### src/rtl/pmp_cmd_rx_if.sv
// PMP write bus from the PIC: 8-bit data, active-high strobe and active-low write qualifier.
// The PIC drives the master side; the FPGA receiver samples the slave side asynchronously.
interface pmp_cmd_rx_if;
  logic [7:0] pmp_d;
  logic       pmp_enb;
  logic       pmp_wrn;

  modport master (output pmp_d, output pmp_enb, output pmp_wrn);
  modport slave  (input  pmp_d, input  pmp_enb, input  pmp_wrn);
endinterface

### src/rtl/pmp_cmd_rx.sv
// PMP slave write receiver: decodes ADDR/DATA frames from the PIC into a control-register file.
// Define PMP_RX_CHECKSUM_EN for 3-byte frames whose trailing CHK byte must equal ADDR^DATA.
module pmp_cmd_rx #(
  parameter int         NREGS     = 8,
  parameter int         AW        = 3,
  parameter logic [7:0] RESET_VAL = 8'h00,
  parameter int         TIMEOUT   = 1024
) (
  input  logic               clk,
  input  logic               rst_n,
  pmp_cmd_rx_if.slave        pmp,
  output logic [NREGS*8-1:0] reg_q,
  output logic               wr_stb,
  output logic [AW-1:0]      wr_addr,
  output logic [7:0]         wr_data,
  output logic               frame_err,
  output logic [7:0]         err_cnt
);

  localparam int CW = (TIMEOUT > 1) ? $clog2(TIMEOUT) : 1;

`ifdef PMP_RX_CHECKSUM_EN
  typedef enum logic [1:0] {
    IDLE      = 2'd0,
    WAIT_DATA = 2'd1,
    WAIT_CHK  = 2'd2
  } state_t;
`else
  typedef enum logic {
    IDLE      = 1'b0,
    WAIT_DATA = 1'b1
  } state_t;
`endif

  logic [7:0] d_s1_reg, d_s2_reg;
  logic       enb_s1_reg, enb_s2_reg;
  logic       wrn_s1_reg, wrn_s2_reg;
  logic       wstb_d_reg;
  logic       armed_reg;
  logic       wstb;
  logic       byte_ev;
  logic [7:0] byte_val;

  state_t     state_reg, state_next;
  logic [6:0] addr_reg, addr_next;
  logic [7:0] data_reg, data_next;
  logic [CW-1:0] to_cnt_reg, to_cnt_next;
  logic       timeout_hit;

  logic       commit_try;
  logic       proto_err;
  logic [7:0] commit_data;
  logic       in_range;
  logic       commit;
  logic       err_pulse;

  logic          wr_stb_reg;
  logic [AW-1:0] wr_addr_reg;
  logic [7:0]    wr_data_reg;
  logic          frame_err_reg;
  logic [7:0]    err_cnt_reg;

  // Two-flop synchronisers on every PMP pin, plus one delay stage on the write strobe.
  always_ff @(posedge clk) begin
    if (!rst_n) begin
      d_s1_reg   <= 8'h00;
      d_s2_reg   <= 8'h00;
      enb_s1_reg <= 1'b0;
      enb_s2_reg <= 1'b0;
      wrn_s1_reg <= 1'b0;
      wrn_s2_reg <= 1'b0;
      wstb_d_reg <= 1'b0;
      armed_reg  <= 1'b0;
    end else begin
      d_s1_reg   <= pmp.pmp_d;
      d_s2_reg   <= d_s1_reg;
      enb_s1_reg <= pmp.pmp_enb;
      enb_s2_reg <= enb_s1_reg;
      wrn_s1_reg <= pmp.pmp_wrn;
      wrn_s2_reg <= wrn_s1_reg;
      wstb_d_reg <= wstb;
      if (wstb)
        armed_reg <= 1'b1;
    end
  end

  assign wstb     = enb_s2_reg & ~wrn_s2_reg;
  assign byte_ev  = wstb_d_reg & ~wstb & armed_reg;
  assign byte_val = d_s2_reg;

  generate
    if (TIMEOUT != 0) begin : g_timeout
      assign timeout_hit = (state_reg != IDLE) && (to_cnt_reg == CW'(TIMEOUT - 1));
    end else begin : g_no_timeout
      assign timeout_hit = 1'b0;
    end
  endgenerate

  always_comb begin
    to_cnt_next = to_cnt_reg + 1'b1;
    if (state_reg == IDLE || byte_ev)
      to_cnt_next = '0;
  end

  always_ff @(posedge clk) begin
    if (!rst_n) begin
      state_reg  <= IDLE;
      addr_reg   <= 7'd0;
      data_reg   <= 8'h00;
      to_cnt_reg <= '0;
    end else begin
      state_reg  <= state_next;
      addr_reg   <= addr_next;
      data_reg   <= data_next;
      to_cnt_reg <= to_cnt_next;
    end
  end

  // Timeout takes priority: a byte landing on the expiry cycle is dropped.
  always_comb begin
    state_next  = state_reg;
    addr_next   = addr_reg;
    data_next   = data_reg;
    commit_try  = 1'b0;
    proto_err   = 1'b0;
    commit_data = data_reg;
    if (timeout_hit) begin
      state_next = IDLE;
      proto_err  = 1'b1;
    end else if (byte_ev) begin
      case (state_reg)
        IDLE: begin
          if (byte_val[7]) begin
            addr_next  = byte_val[6:0];
            state_next = WAIT_DATA;
          end else begin
            proto_err = 1'b1;
          end
        end
        WAIT_DATA: begin
          data_next = byte_val;
`ifdef PMP_RX_CHECKSUM_EN
          state_next = WAIT_CHK;
`else
          commit_try  = 1'b1;
          commit_data = byte_val;
          state_next  = IDLE;
`endif
        end
`ifdef PMP_RX_CHECKSUM_EN
        WAIT_CHK: begin
          state_next = IDLE;
          if (byte_val == ({1'b1, addr_reg} ^ data_reg))
            commit_try = 1'b1;
          else
            proto_err = 1'b1;
        end
`endif
        default: state_next = IDLE;
      endcase
    end
  end

  assign in_range  = int'(addr_reg) < NREGS;
  assign commit    = commit_try & in_range;
  assign err_pulse = proto_err | (commit_try & ~in_range);

  genvar gi;
  generate
    for (gi = 0; gi < NREGS; gi = gi + 1) begin : g_regs
      logic [7:0] r_reg;
      always_ff @(posedge clk) begin
        if (!rst_n)
          r_reg <= RESET_VAL;
        else if (commit && (int'(addr_reg) == gi))
          r_reg <= commit_data;
      end
      assign reg_q[8*gi +: 8] = r_reg;
    end
  endgenerate

  always_ff @(posedge clk) begin
    if (!rst_n) begin
      wr_stb_reg    <= 1'b0;
      wr_addr_reg   <= '0;
      wr_data_reg   <= 8'h00;
      frame_err_reg <= 1'b0;
      err_cnt_reg   <= 8'h00;
    end else begin
      wr_stb_reg    <= commit;
      frame_err_reg <= err_pulse;
      if (commit) begin
        wr_addr_reg <= addr_reg[AW-1:0];
        wr_data_reg <= commit_data;
      end
      if (err_pulse && err_cnt_reg != 8'hFF)
        err_cnt_reg <= err_cnt_reg + 8'd1;
    end
  end

  assign wr_stb    = wr_stb_reg;
  assign wr_addr   = wr_addr_reg;
  assign wr_data   = wr_data_reg;
  assign frame_err = frame_err_reg;
  assign err_cnt   = err_cnt_reg;

endmodule
### src/flat_wrapper.sv
// flat-port wrapper written by rule: the top's interface ports become plain ports
module pmp_cmd_rx_flat 
#(
  parameter int         NREGS     = 8,
  parameter int         AW        = 3,
  parameter logic [7:0] RESET_VAL = 8'h00,
  parameter int         TIMEOUT   = 1024
)
  (clk, rst_n, reg_q, wr_stb, wr_addr, wr_data, frame_err, err_cnt, pmp_pmp_d, pmp_pmp_enb, pmp_pmp_wrn);
  pmp_cmd_rx_if pmp_i ();
  input  logic clk;
  input  logic rst_n;
  output logic [NREGS*8-1:0] reg_q;
  output logic wr_stb;
  output logic [AW-1:0] wr_addr;
  output logic [7:0] wr_data;
  output logic frame_err;
  output logic [7:0] err_cnt;
  input wire logic [$bits(pmp_i.pmp_d)-1:0] pmp_pmp_d;
  input wire logic [$bits(pmp_i.pmp_enb)-1:0] pmp_pmp_enb;
  input wire logic [$bits(pmp_i.pmp_wrn)-1:0] pmp_pmp_wrn;
  assign pmp_i.pmp_d = pmp_pmp_d;
  assign pmp_i.pmp_enb = pmp_pmp_enb;
  assign pmp_i.pmp_wrn = pmp_pmp_wrn;
  pmp_cmd_rx #(.NREGS(NREGS), .AW(AW), .RESET_VAL(RESET_VAL), .TIMEOUT(TIMEOUT)) u_core (.clk(clk), .rst_n(rst_n), .pmp(pmp_i), .reg_q(reg_q), .wr_stb(wr_stb), .wr_addr(wr_addr), .wr_data(wr_data), .frame_err(frame_err), .err_cnt(err_cnt));
endmodule
### config.mk
export PLATFORM = sky130hd
export DESIGN_NAME = pmp_cmd_rx_flat
export DESIGN_NICKNAME = d
export VERILOG_FILES = /design/src/rtl/pmp_cmd_rx_if.sv /design/src/rtl/pmp_cmd_rx.sv /design/src/flat_wrapper.sv
export SDC_FILE = /design/constraint.sdc
export NUM_CORES = 1
export LEC_CHECK = 0
export BUFFER_PORTS_ARGS = -buffer_cell sky130_fd_sc_hd__buf_2
export CAP_MARGIN = 20
export CELL_PAD_IN_SITES_DETAIL_PLACEMENT = 0
export CELL_PAD_IN_SITES_GLOBAL_PLACEMENT = 1
export CORE_MARGIN = 4
export CORE_UTILIZATION = 45
export DETAILED_ROUTE_END_ITERATION = 8
export GPL_TIMING_DRIVEN = 0
export PLACE_DENSITY_LB_ADDON = 0.1
export SETUP_SLACK_MARGIN = 0.4
export SLEW_MARGIN = 5
export SYNTH_ARGS = -nofsm -noshare
export SYNTH_HDL_FRONTEND = slang
export SYNTH_SLANG_ARGS = --single-unit
### constraint.sdc
create_clock -name clk -period 4.8 [get_ports clk]
set_clock_uncertainty 0.1 [all_clocks]
set_input_delay 1.2 -clock clk [delete_from_list [all_inputs] [get_ports clk]]
set_output_delay 1.2 -clock clk [all_outputs]
set_load 0.02 [all_outputs]
## Word level (Yosys, flattened, before mapping)

Cells that the tools add are included.

| storage, ports and cells | value |
|---|---|
| flip-flop bits (word level) | 133 |
| output and inout port bits | 85 |
| logic and storage cells | 76 |

| operators by class | value |
|---|---|
| $add $sub $neg | 2 |
| order comparisons | 1 |
| equality and inequality tests | 9 |
| mux-type cells | 12 |
| bitwise logic cells | 12 |
| reduce and logical (&&, ||, !) cells | 15 |

Operators with widths:

| cell | count |
|---|---|
| $eq A7 B4 Y1 const B | 4 |
| $mux W8 | 3 |
| $eq A7 B3 Y1 const B | 2 |
| $add A10 B1 Y10 const B | 1 |
| $eq A10 B10 Y1 const B | 1 |
| $logic_and A1 B1 Y1 | 10 |
| $add A8 B1 Y8 const B | 1 |
| $mux W1 | 8 |
| $ne A8 B8 Y1 const B | 1 |
| $eq A7 B2 Y1 const B | 1 |
| $logic_not A7 Y1 | 1 |
| $lt A7 B4 Y1 const B | 1 |
| $not A1 Y1 | 6 |
| $and A1 B1 Y1 | 5 |
| $reduce_and A4 Y1 | 1 |
| $reduce_or A2 Y1 | 2 |
| $pmux W1 S2 | 1 |
| $logic_or A1 B1 Y1 | 1 |
| $or A1 B1 Y1 | 1 |

## Logic depth before layout (Yosys ltp)

Gate-level depths: netlist of run 1.

| logic depth | value |
|---|---|
| depth after elaboration | 10 |
| mapped depth | 8 |

## Worst setup path before layout of run 1

No wires, ideal clock.

| timing path | value |
|---|---|
| path kind | input port to flip-flop |
| from | in rst_n |
| to | reg u_core.data_reg[0] |
| setup time | 0.139 ns |
| arrival | 2.008 ns |
| data required time | 4.561 ns |
| slack | 2.554 ns |
| stages | 5 |
| path through | buf_2 -> clkbuf_1 -> inv_2 -> clkbuf_1 -> nor2_1 |

RTL lines:

| item | RTL line | RTL |
|---|---|---|
| start, declared | flat_wrapper.sv:12 | `input logic rst_n;` |
| end signal, assigned | pmp_cmd_rx.sv:114 | `data_reg <= data_next;` |
| end, declared | pmp_cmd_rx.sv:46 | `logic [7:0] data_reg, data_next;` |

No word-level cell between the ends.

## Final worst setup path of run 1

| timing path | value |
|---|---|
| from | reg u_core.to_cnt_reg[0] |
| to | reg u_core.g_regs[1].r_reg[5] |

| between the ends | value |
|---|---|
| longest elaborated chain between the ends | 5 |
| elaborated cells between the ends (all ways) | 6 |
| classes of those cells | eq/ne (1); mux (2); bitwise (1); reduce/logical (2) |

RTL lines:

| item | RTL line | RTL |
|---|---|---|
| start, declared | pmp_cmd_rx.sv:47 | `logic [CW-1:0] to_cnt_reg, to_cnt_next;` |
| start signal, assigned | pmp_cmd_rx.sv:115 | `to_cnt_reg <= to_cnt_next;` |
| $eq A10 B10 Y1 * | pmp_cmd_rx.sv:93 | `assign timeout_hit = (state_reg != IDLE) && (to_cnt_reg == CW'(TIMEOUT - 1));` |
| $logic_and A1 B1 Y1 * | pmp_cmd_rx.sv:93 |  |
| $mux W1 | pmp_cmd_rx.sv:127 | `if (timeout_hit) begin` |
| $and A1 B1 Y1 | pmp_cmd_rx.sv:165 | `assign commit = commit_try & in_range;` |
| $logic_and A1 B1 Y1 | pmp_cmd_rx.sv:175 | `else if (commit && (int'(addr_reg) == gi))` |
| end signal, assigned | pmp_cmd_rx.sv:176 | `r_reg <= commit_data;` |
| end, declared | pmp_cmd_rx.sv:171 | `logic [7:0] r_reg;` |

Mark *: on every way between the ends. The rest lies on a longest branch, timed or not.
A chain may end at the register's enable or synchronous reset.

==> metrics.txt, run 1 <==
status=completed; die area=12500 um^2; GRT Overall Usage=0.187; Mapped Nets=between 400 and 500; Yosys cell types=47; critical path launch point type=register; postcts setup bufs=0; CTS tree=yes; Starting Density=0.466; area grow syn2layout=27.1%; top-level I/O count=97; core footprint=~10000 um^2; Iteration-0 DRC Markers=approximately 280; first-pass GRT wire length=between 15000 and 20000 um; worst-path fanout max=8; Buffers on Ports=95; largest net degree at the start of global routing=17; Remaining Overflow, GRT=0; Crit. End Element=register; Final Net Count=about 600; Post-CTS Hold Buffers=0; ys flop type=dfxtp_1; Final TNS setup=0 ns; WS Path Type=reg2reg; worst vdd ir=approximately 0.00022 V; non-filler instance count after layout=about 740; Leak=around 2.6 nW; worst hold slack=about 0.33 ns; vias in the first global route=around 3.7k; H-tree levels=4; worst skew pair latency=0.50 ns; clock tree sinks=about 130; mapped cell area=slightly below 5000 um^2; Gate Count Post-Synth=about 470; Worst-Margin Slew=roughly 0.79 ns; WL per Instance=about 16 um; overall power=~0.0024 W; Inserted Clock Buffers=17; Final Wtd Congestion=between 0.7 and 0.8; chip width=between 100 and 150 um; Std-Cell Rows=37; max FFs per register=64; initial antenna violation count=0; Tcrit/Tclk final=0.512; TritonRoute pass-1 iters=5; DR vias/cell=5.10; commonest non-fill, non-tap cells in the layout=dfxtp_1, buf_2, a21oi_1, o21ai_0, nor2_1; Critical Path AT=about 2.7 ns; final hold vios=0; max_slew headroom=0.462; origin of the worst setup path=u_core.to_cnt_reg[0]; DRC=0; number of synthesized flops with an enable pin=0; Pwr Density=between 300 and 400 nW/um^2; share of cells above drive strength 1=0.287; ant diodes=0; Root Driver=clkbuf_8; Worst R2R Start=u_core.to_cnt_reg[0]; DP Wirelength=between 8000 and 9000 um; syn avg cell area=roughly 10 um^2; Filler Cells Inserted=just over 900; critical path required time=roughly 5.1 ns; post-layout min period=2.46 ns; Yosys warnings=0; WL final=11400 um; number of gates resized after CTS=0; die height=112 um; worst-case clock buffer depth=2; Vias=roughly 3.8k; most common cell after layout, fill and taps aside=dfxtp_1; register area share after synthesis=0.551; # Max-Cap Violations=0; FFs w/ async S/R, synth=0; FF+latch count, synth=between 100 and 150; RSZ-0062 raised after global routing=false; fmax=just over 400 MHz; clock slew at reported path FFs=0.06 ns; Final Slew Violations=0; Hold Startpoint=u_core.d_s1_reg[3]; worst hold path type=reg2reg; final setup fails=0; antenna-violating nets left=0; Final Util=0.592; DP Cell Count=706
==> routing by layer <==
metal  wire [um]  part of all wire  vias to the layer above  global-route usage
met1        5350              0.47                     1729               0.257
met5           0                 0                        -                   0
met2        5170              0.45                      117               0.288
met3         862             0.075                        6              0.0582
met4          56            0.0049                        0              0.0462
li1            -                 -                     1911                   -
==> cell families after synthesis <==
logic type | Yosys count | synth area share
fa+ha+maj | 2 | 0.00518
mux | 20 | 0.0430
simple gates | 117 | 0.161
flops | 133 | 0.551
xor+xnor | 8 | 0.0145
compound gates | 158 | 0.169
buf+inv | 31 | 0.0567
==> final cells by class <==
cell class                 instances  area, um^2  area share
sequential                       133        2660       0.434
tap                              136         170      0.0277
multi-input combinational        305        1900       0.309
clock buffer                      21         449      0.0732
inverter                           3        11.3     0.00183
buffer                            28         263      0.0428
clock inverter                    11         149      0.0243
timing repair buffer             101         536      0.0873
==> worst max-delay path, stage by stage, from the launching register on <==
cell and delay, ns:
dfxtp_1 0.35, ha_1 0.22, and4_4 0.27, nand3_1 0.12, nand3_2 0.27, mux2i_1 0.71
buf_6 0.23, a21oi_1 0.07
==> worst paths after layout <==
path	slack [ns]	depth (start not counted)	endpoint
setup reg to reg	2.34	7	u_core.g_regs[1].r_reg[5]
hold reg to reg	0.33	1	u_core.byte_val[3]
hold / removal	0.33	1	u_core.byte_val[3]
setup / recovery	2.34	7	u_core.g_regs[1].r_reg[5]
==> cells in the mapped netlist (2+ instances only) <==
| library cell | number | share of area |
|---|---|---|
| buf_6 | 9 | 0.021 |
| and4_4 | 2 | 0.0047 |
| o21ai_1 | 16 | 0.017 |
| dfxtp_1 | 133 | 0.55 |
| nand3_1 | 9 | 0.0093 |
| o21ai_0 | 58 | 0.060 |
| nand3b_1 | 6 | 0.0093 |
| xor2_1 | 5 | 0.0091 |
| nand2b_1 | 4 | 0.0052 |
| mux2i_1 | 18 | 0.037 |
| and3_1 | 2 | 0.0026 |
| o21ai_2 | 2 | 0.0036 |
| xnor2_1 | 3 | 0.0054 |
| buf_2 | 2 | 0.0021 |
| nand3_2 | 2 | 0.0041 |
| mux2i_2 | 2 | 0.0057 |
| clkbuf_1 | 11 | 0.0085 |
| nand2_1 | 9 | 0.0070 |
| nor3_1 | 3 | 0.0031 |
| nor2_1 | 35 | 0.027 |
| a21oi_1 | 77 | 0.080 |
| nand4_1 | 4 | 0.0052 |
| and2_1 | 20 | 0.026 |
| inv_1 | 2 | 0.0016 |
| a31oi_1 | 2 | 0.0026 |
| nor4_1 | 2 | 0.0026 |
| ha_1 | 2 | 0.0052 |
| or3_1 | 3 | 0.0039 |
| nor4_4 | 8 | 0.035 |
==> per-stage QoR <==
stage	area (um^2)	setup slack (ns)
2_1_floorplan	4830	2.55
3_3_place_gp	5480	1.90
3_5_place_dp	5540	2.04
4_1_cts	6140	2.28
5_1_grt	6140	2.16
6_report	6140	2.34
==> power breakdown <==
part | internal [W] | switching [W]
clock | 0.000821 | 0.000474
combinational | 0.0000116 | 0.0000206
sequential | 0.00111 | 0.00000323
Note: power is estimated with default switching activity, not from simulation.
==> run 2: changes to the inputs <==
--- a/config.mk
+++ b/config.mk
@@ -10,7 +10,7 @@
 export CELL_PAD_IN_SITES_DETAIL_PLACEMENT = 0
 export CELL_PAD_IN_SITES_GLOBAL_PLACEMENT = 1
 export CORE_MARGIN = 4
-export CORE_UTILIZATION = 45
+export CORE_UTILIZATION = 38
 export DETAILED_ROUTE_END_ITERATION = 8
 export GPL_TIMING_DRIVEN = 0
 export PLACE_DENSITY_LB_ADDON = 0.1
==> constraint.sdc (replaced) <==
create_clock -name clk -period 2 [get_ports clk]
set_clock_uncertainty 0.1 [all_clocks]
set_input_delay 0.5 -clock clk [delete_from_list [all_inputs] [get_ports clk]]
set_output_delay 0.5 -clock clk [all_outputs]
set_load 0.02 [all_outputs]
==> run 2 against run 1 <==
First-iteration DRC count is 20% lower. Die area is 17% higher. Critical path depth is 2 higher. Hold slack worse by 0.14 ns. Clock-buffer cell count is 5 higher. Cell area increased by 18%. Non-clock buffer count increased by 51. Sequential share of layout area fell by 6.4 points. Sequential power is 140% higher. Clock power rose by 120%. Combinational power rose to 3.0 times the previous value. Largest cell class unchanged. Highest routed layer unchanged.
==> metrics.txt, run 2 (synthesized netlist as in run 1, its figures left out) <==
worst-case clock buffer depth=2 (unchanged); Worst Hold Path EP=u_core.d_s1_reg[0]; critical path required time=2.20 ns (-2.89 ns); Worst R2R Start=u_core.to_cnt_reg[0]; crit-path most repeated cell=buf_12; die height=121 um (+8.2%); Root Driver=clkbuf_16; chip width=121 um (+8.2%); max_slew headroom=0.583 (+0.122); worst skew pair latency=0.41 ns (-0.09 ns); Pwr Density=765 nW/um^2 (+92%); worst-path fanout max=10 (+2); WL per Instance=16.2 um (+4.8%); Tcrit/Tclk final=0.930 (+0.418); final instance area=7270 um^2 (+18%); Worst-Margin Slew=0.625 ns (-0.167 ns); Comb pwr share=0.017 (+0.004); CTS tree=yes; top-level I/O count=97 (unchanged); Psw=0.00112 W (+130%); R2R Path End=u_core.g_regs[4].r_reg[5]; Sw Share=0.202 (-0.00132); vias in the first global route=3952 (+7.1%); WL final=13300 um (+16%); final hold vios=0 (unchanged); Iteration-0 DRC Markers=227 (-20%); clock tree sinks=133 (unchanged); Reg2Reg Depth=9 (+2); WS Path Type=reg2reg; H-tree levels=4 (unchanged); largest net degree at the start of global routing=17 (unchanged); Buffers on Ports=95 (unchanged); final worst setup slack=0.139 ns (-2.20 ns); fmax=537 MHz (+32%); die area=14600 um^2 (+17%); max FFs per register=64 (unchanged); ant diodes=0 (unchanged); Critical Path AT=2.06 ns (-0.68 ns); share of cells above drive strength 1=0.492 (+0.204); Clock power frac=0.501 (-0.029); DP Wirelength=8190 um (+0.35%); core footprint=12200 um^2 (+18%); Remaining Overflow, GRT=0 (unchanged); antenna-violating nets left=0 (unchanged); status=completed; Final Wtd Congestion=0.775 (-1.8%); commonest non-fill, non-tap cells in the layout=dfxtp_1, buf_2, a21oi_1, a21oi_2, o21ai_1; initial antenna violation count=0 (unchanged); # Max-Cap Violations=0 (unchanged); GRT Overall Usage=0.184 (-0.00267); clock slew at reported path FFs=0.05 ns (about the same); register share of total power=0.482 (+0.025); Std-Cell Rows=40 (+8.1%); post-layout min period=1.86 ns (-0.597 ns); worst vdd ir=0.000498 V (+130%); CP Cell Sequence=ha_4 -> and4_4 -> nand3_4 -> nand3_4 -> buf_12 -> buf_12 -> mux2i_4 -> buf_12 -> a21oi_1; Starting Density=0.395 (-0.0702); RSZ-0062 raised after global routing=true; Final TNS setup=0 ns (unchanged); r2r setup slk=0.14 ns (-2.20 ns); final setup fails=0 (unchanged); hold path depth=2 (+1); Inserted Clock Buffers=17 (unchanged); Hold Startpoint=pmp_pmp_d[0]; Vias=4094 (+8.8%); Crit. End Element=register; area grow syn2layout=50.4%; Final Net Count=654 (+8.5%); Final Slew Violations=0 (unchanged); internal power=0.00443 W (+130%); DR vias/cell=5.00 (-2.0%); TritonRoute pass-1 iters=7 (+2); worst hold path type=in2reg; DRC=0 (unchanged); overall power=0.00556 W (+130%); critical path launch point type=register; CP max stage delay=0.35 ns (-0.36 ns); first-pass GRT wire length=20500 um (+9.3%); Leak=2.90 nW (+13%); Place WS=-0.176 ns (-2.22 ns); Final Util=0.595 (+0.00316); Slowest-stage cell, CP=dfxtp_2; area post-placement=5690 um^2 (+2.7%); most common cell after layout, fill and taps aside=dfxtp_1
## run 2: per-layer routing
layer | vias to the layer above | wire length, um | global-route usage
met3 | 23 | 748 | 0.0585
li1 | 2017 | - | -
met5 | - | 0 | 0
met1 | 1941 | 6010 | 0.235
met2 | 113 | 6240 | 0.289
met4 | 0 | 306 | 0.0744
## run 2: critical path: cells and delay by family, from the launching register on
family,cells,cell delay [ns]
and+or+nand+nor,3,0.43
buffers and inverters,3,0.42
DFF,1,0.35
muxes,1,0.23
adders and majority gates,1,0.13
AOI/OAI and AO/OA,1,0.07
## run 2: layout make-up
class | count | area [um^2]
Sequential cell | 133 | 2680
Tap cell | 168 | 210
Clock buffer | 26 | 510
Clock inverter | 4 | 20.0
Timing Repair Buffer | 152 | 1190
Fill cell | 1070 | 4950
Buffer | 28 | 279
Inverter | 3 | 11.3
Multi-Input combinational cell | 305 | 2360
## run 2: what timing repair did
item,4_1_cts,5_1_grt
buffers inserted,42,7
hold endpoints to repair,0,0
hold buffers,0,0
cloned,8,0
pin swaps,29,27
resized for setup,115,67
setup endpoints to repair,125,121
## run 2: worst max-delay path by stage
stage                                     from                         to  slack, ns  cells after the start
after floorplan           u_core.to_cnt_reg[0]          u_core.wr_data[6]       0.22                      8
after global placement                   rst_n          u_core.err_cnt[6]      -0.15                      4
after detailed placement                 rst_n          u_core.err_cnt[6]      -0.18                      4
after CTS                 u_core.to_cnt_reg[0]  u_core.g_regs[3].r_reg[5]       0.10                      8
after global routing        u_core.addr_reg[3]  u_core.g_regs[2].r_reg[6]       0.06                      7
final                     u_core.to_cnt_reg[0]  u_core.g_regs[4].r_reg[5]       0.14                      9
## run 2: stage by stage
step / hold slack (ns) / cells
2_1_floorplan: 0.312 / 469
3_3_place_gp: 0.318 / 732
3_5_place_dp: 0.318 / 732
4_1_cts: 0.173 / 812
5_1_grt: 0.174 / 819
6_report: 0.188 / 819
## run 2: power by group through the flow
stage                     registers [W]  clock network, W  logic [W]
after CTS                       0.00268           0.00284  0.0000899
after global routing            0.00268           0.00296   0.000106
final                           0.00268           0.00278  0.0000951
after detailed placement        0.00274                 0  0.0000809
after global placement          0.00274                 0  0.0000805
after floorplan                 0.00273                 0  0.0000510
